`src/rtl/div_repsub_pkg.sv`:
```
// Shared definitions for the repeated-subtraction divider: controller states
// and the default operand width.
package div_repsub_pkg;

    localparam int DEFAULT_WIDTH = 16;

    typedef enum logic [2:0] {
        IDLE,
        LD_A,
        LD_B,
        CALC,
        DONE
    } state_t;

endpackage

```
`src/rtl/div_repsub_ctrl.sv`:
```
// Controller FSM for the repeated-subtraction divider: sequences operand loads,
// one subtraction per CALC cycle, and the done handshake.
module div_repsub_ctrl
    import div_repsub_pkg::*;
(
    input  logic clk,
    input  logic rst_n,
    input  logic start,
    input  logic eqz_b,
    input  logic lt,
    output logic load_a,
    output logic load_b,
    output logic sub,
    output logic set_zero,
    output logic done
);

    state_t state_reg;
    state_t state_next;

    always_ff @(posedge clk or negedge rst_n) begin
        if (!rst_n) begin
            state_reg <= IDLE;
        end else begin
            state_reg <= state_next;
        end
    end

    always_comb begin
        state_next = state_reg;
        load_a     = 1'b0;
        load_b     = 1'b0;
        sub        = 1'b0;
        set_zero   = 1'b0;
        done       = 1'b0;
        unique case (state_reg)
            IDLE: begin
                if (start) state_next = LD_A;
            end
            LD_A: begin
                load_a     = 1'b1;
                state_next = LD_B;
            end
            LD_B: begin
                load_b     = 1'b1;
                state_next = CALC;
            end
            CALC: begin
                // Zero divisor is tested first so it can never enter the subtract loop.
                if (eqz_b) begin
                    set_zero   = 1'b1;
                    state_next = DONE;
                end else if (!lt) begin
                    sub = 1'b1;
                end else begin
                    state_next = DONE;
                end
            end
            DONE: begin
                done = 1'b1;
                if (!start) state_next = IDLE;
            end
            default: state_next = IDLE;
        endcase
    end

endmodule

```
`src/rtl/div_repsub.sv`:
```
// Unsigned divider by repeated subtraction: shared operand bus, datapath with
// a single borrow-compare subtractor, controlled by div_repsub_ctrl.
module div_repsub
    import div_repsub_pkg::*;
#(
    parameter int WIDTH = DEFAULT_WIDTH
) (
    input  logic             clk,
    input  logic             rst_n,
    input  logic             start,
    input  logic [WIDTH-1:0] data_in,
    output logic [WIDTH-1:0] quotient,
    output logic [WIDTH-1:0] remainder,
    output logic             done,
    output logic             div_zero
);

    logic [WIDTH-1:0] rem_reg;
    logic [WIDTH-1:0] div_reg;
    logic [WIDTH-1:0] quo_reg;
    logic             zero_reg;

    logic             load_a;
    logic             load_b;
    logic             sub;
    logic             set_zero;
    logic             eqz_b;
    logic             lt;
    logic [WIDTH:0]   diff;

    // One subtractor serves as both comparator (borrow bit) and the subtract path.
    assign diff  = {1'b0, rem_reg} - {1'b0, div_reg};
    assign lt    = diff[WIDTH];
    assign eqz_b = (div_reg == '0);

    always_ff @(posedge clk or negedge rst_n) begin
        if (!rst_n) begin
            rem_reg  <= '0;
            div_reg  <= '0;
            quo_reg  <= '0;
            zero_reg <= 1'b0;
        end else begin
            if (load_a) begin
                rem_reg <= data_in;
            end
            if (load_b) begin
                div_reg  <= data_in;
                quo_reg  <= '0;
                zero_reg <= 1'b0;
            end
            if (set_zero) begin
                quo_reg  <= '1;
                zero_reg <= 1'b1;
            end
            if (sub) begin
                rem_reg <= diff[WIDTH-1:0];
                quo_reg <= quo_reg + 1'b1;
            end
        end
    end

    div_repsub_ctrl u_ctrl (
        .clk      (clk),
        .rst_n    (rst_n),
        .start    (start),
        .eqz_b    (eqz_b),
        .lt       (lt),
        .load_a   (load_a),
        .load_b   (load_b),
        .sub      (sub),
        .set_zero (set_zero),
        .done     (done)
    );

    assign quotient  = quo_reg;
    assign remainder = rem_reg;
    assign div_zero  = zero_reg;

endmodule

```
`config.mk`:
```
export PLATFORM = sky130hd
export DESIGN_NAME = div_repsub
export DESIGN_NICKNAME = d
export VERILOG_FILES = /design/src/rtl/div_repsub_pkg.sv /design/src/rtl/div_repsub_ctrl.sv /design/src/rtl/div_repsub.sv
export SDC_FILE = /design/constraint.sdc
export NUM_CORES = 1
export LEC_CHECK = 0
export CAP_MARGIN = 20
export CELL_PAD_IN_SITES_DETAIL_PLACEMENT = 0
export CELL_PAD_IN_SITES_GLOBAL_PLACEMENT = 2
export CORE_AREA = 2 2 104 106
export CTS_BUF_LIST = sky130_fd_sc_hd__clkbuf_16
export CTS_CLUSTER_DIAMETER = 40
export DETAILED_ROUTE_END_ITERATION = 10
export DIE_AREA = 0 0 106 108
export HOLD_SLACK_MARGIN = 0.1
export PLACE_DENSITY = 0.88
export SLEW_MARGIN = 5
export SYNTH_ARGS = -nofsm -noshare
export SYNTH_HDL_FRONTEND = slang
export SYNTH_SLANG_ARGS = --single-unit
```
`constraint.sdc`:
```
create_clock -name clk -period 3.04 [get_ports clk]
set_clock_uncertainty 0.2 [all_clocks]
set_input_delay 0.456 -clock clk [delete_from_list [all_inputs] [get_ports clk]]
set_output_delay 0.456 -clock clk [all_outputs]
set_load 0.01 [all_outputs]
```
==> impl_metrics.yaml <==
timing:
  fin_crit_ns: 2.84
  hold_viol: 0
  timing.fmax_ghz: 0.353
  fin_crit_sh_pct: 93.3
  max_slew_margin_pct: 59.0
  finalSetupViolCount: 0
  drv_slew: 0
  rsz0062_at_grt: "false"
  tns_ns: 0
  worst_slew_pin_slew_ns: 0.613
clock_tree:
  cts_buffers: 5
  root_buffer: "clkbuf_16"
  cts_max_level: 2
  cts_tree: "yes"
  post_cts_resized: 0
  clk_latency_ns: 0.29
  clock-sinks: 52
  clk_pin_slew_worst_paths_ns: 0.07
  clock_path_buffers: 2
floorplanning:
  ios: 53
  fp.dieH_um: 108
  core_sq_mm: 0.0102
  rows: 37
  dieWidth_um: 106
  die-area_sq_mm: 0.0114
  initial_core_util_pct: 31.6
setup_path:
  cp_slowest_cell: "dfrtp_1"
  ff2ff_path_depth: 8
  crit_fanout: 17
  cp.arrival_ns: 2.81
  criticalPathCategory: "reg2reg"
  required_ns: 3.01
  critPathMaxStageDelay_ns: 0.40
  path_cells: "ha_1 > a21oi_1 > o211ai_1 > or3_1 > o21a_1 > buf_12 > mux2i_1 > a211o_1"
  worstSetupStartpointType: "flip-flop"
  endpoint_kind: "flip-flop"
yosys:
  ys_seq_area_share_pct: 40.2
  ys_seq_elements: 52
  syn_area_sq_mm: 0.00323
  synth-edff-count: 0
  ys_warn_count: 0
  synth-async-reset-ratio_pct: 100
  syn_nets: 404
  synth_cell_types: 50
  syn_inst: 367
  synth-main-ff-cell: "dfrtp_1"
  syn_avg_cell_area_sq_um: 8.81
detailed_routing:
  route.detailed.drc: 0
  wirelength_um: 8370
  routed_via_density: 5.31
  vias: 2957
  routedWlPerCell_um: 15.0
  ant_nets: 0
  drt_pass1_iterations: 4
  drt_iter0_drc: 102
global_route:
  antenna_found_initial: 0
  gr-total-overflow: 0
  grt.total_usage_pct: 15.5
  first_global_vias: 2932
  grt_pass1_wl_um: 14300
  grt_max_degree: 33
min_path:
  min_path_cells: 1
  hp-class: "reg2reg"
placed_design:
  postPlaceCellArea_sq_mm: 0.00395
  dpl.hpwl_um: 6250
  gp_congestion: 0.836
  io_buffers: 52
pwr:
  ir_drop_mv: 0.511
  p_comb_share_pct: 62.7
  cellLeakagePower_nw: 1.74
  switching_share_pct: 44.3
  pwr-share-clk_pct: 11.9
  p_sw_mw: 2.02
  seq_power_share_pct: 25.4
  p_int_mw: 2.55
  powerDensity_mw_per_mm2: 1120
final_layout:
  n_antenna_cell: 0
  syn_to_final_growth_pct: 26.7
  drive_gt1_share_pct: 6.18
  nets: 458
  fin_area_sq_mm: 0.00410
job:
  maxCapViolations: 0
run_status:
  status: "completed"
==> cells in the mapped netlist (5+ instances only) <==
library cell | instances | share of area, %
a211oi_1 | 6 | 1.4
a21o_1 | 7 | 1.6
a21oi_1 | 15 | 2.3
a31oi_1 | 12 | 2.3
buf_2 | 6 | 0.93
clkbuf_1 | 9 | 1.0
dfrtp_1 | 52 | 40
ha_1 | 17 | 6.6
inv_1 | 18 | 2.1
mux2i_1 | 12 | 3.7
nand2_1 | 41 | 4.8
nand3_1 | 30 | 4.6
nor2_1 | 21 | 2.4
nor2b_1 | 8 | 1.5
nor4_1 | 7 | 1.4
o21a_1 | 6 | 1.4
o21ai_0 | 30 | 4.6
or3_1 | 14 | 2.7
xor2_1 | 5 | 1.4
==> cells by family (layout without fill, tap and decap cells) <==
family                   after synthesis  after routing  synth area share (%)
buffers and inverters                 36             90                  4.87
AO/OA/AOI/OAI                        102            102                  20.5
flip-flops                            52             52                  40.2
AND/OR/NAND/NOR                      136            136                  20.4
adder cells (fa/ha/maj)               18             18                  7.20
XOR/XNOR                               9              9                  2.44
multiplexers                          14             14                  4.41
==> path summary, 6_finish.rpt <==
check                                                from                       end  slack [ns]
worst max-delay path            remainder[11]$_DFFE_PN0P_   quotient[9]$_DFFE_PN0P_        0.20
worst min-delay path                 div_zero$_DFFE_PN0P_      div_zero$_DFFE_PN0P_        0.28
worst max register to register  remainder[11]$_DFFE_PN0P_   quotient[9]$_DFFE_PN0P_        0.20
worst min register to register       div_zero$_DFFE_PN0P_      div_zero$_DFFE_PN0P_        0.28
max in group asynchronous                           rst_n   quotient[1]$_DFFE_PN0P_        1.77
min in group asynchronous                           rst_n  remainder[0]$_DFFE_PN0P_        0.49
==> cell usage in the layout (no fill, tap or decap), drive strengths merged, types with 2 or more instances in the layout <==
cell type,synthesis,layout
dfrtp,52,52
clkdlybuf4s50,0,51
nand2,41,41
o21ai,32,32
nand3,30,30
nor2,21,21
inv,18,18
ha,17,17
a21oi,15,15
or3,14,14
buf,9,13
mux2i,12,12
a31oi,12,12
nor2b,8,8
nor4,7,7
a21o,7,7
o21a,6,6
a211oi,6,6
xor2,5,5
clkbuf,9,5
nor3,4,4
xnor2,4,4
nand2b,3,3
o22ai,3,3
o211ai,2,2
o221ai,2,2
and3,2,2
a221oi,2,2
a221o,2,2
a211o,2,2
mux2,2,2
clkinv,0,2
nor3b,2,2
o31a,2,2
a31o,2,2
==> repair_timing <==
action	4_1_cts	5_1_grt
setup buffers	0	0
endpoints found under the hold margin	52	0
hold buffers	1	0
==> metrics by stage <==
step	utilization, %	hold slack [ns]	power (mW)	cells	setup slack, ns
6_report	40.0	0.277	4.57	557	0.204
5_1_grt	40.0	0.302	5.02	557	0.0465
4_1_cts	40.0	0.284	4.61	557	0.204
3_5_place_dp	38.6	0.269	4.04	549	0.222
3_3_place_gp	38.6	0.265	4.03	549	0.268
2_1_floorplan	-	-0.0396	3.15	367	0.420
==> final cells by class <==
class,count,area (sq um)
clock buffers,5,125
clock inverters,2,7.51
fillers,1045,6130
inverters,18,67.6
multi-input cells,279,1780
flip-flops and latches,52,1300
well taps,136,170
repair buffers,65,641
==> power groups by stage <==
stage | logic (mW) | clock network [mW] | registers (mW)
floorplan | 1.98 | 0 | 1.17
global placement | 2.86 | 0 | 1.17
detailed placement | 2.87 | 0 | 1.17
CTS | 2.89 | 0.560 | 1.16
global route | 3.23 | 0.594 | 1.20
finish | 2.87 | 0.543 | 1.16
==> worst max-delay path: cells and delay by family (launching register included) <==
kind                       cells  cell delay [ns]
muxes                          1             0.12
adders and majority gates      1             0.40
buffers and inverters          1             0.18
AOI/OAI and AO/OA              4             1.01
DFF                            1             0.40
and+or+nand+nor                1             0.40
==> layer usage <==
metal  vias to the layer above  track usage (%)  part of all wire [%]
li1                       1448                -                     -
met1                      1430             20.6                    46
met2                        66             26.0                    48
met3                        13             2.35                   4.0
met4                         0             4.89                   1.7
met5                         -                0                     0
Power figures use the tool's default switching activity.
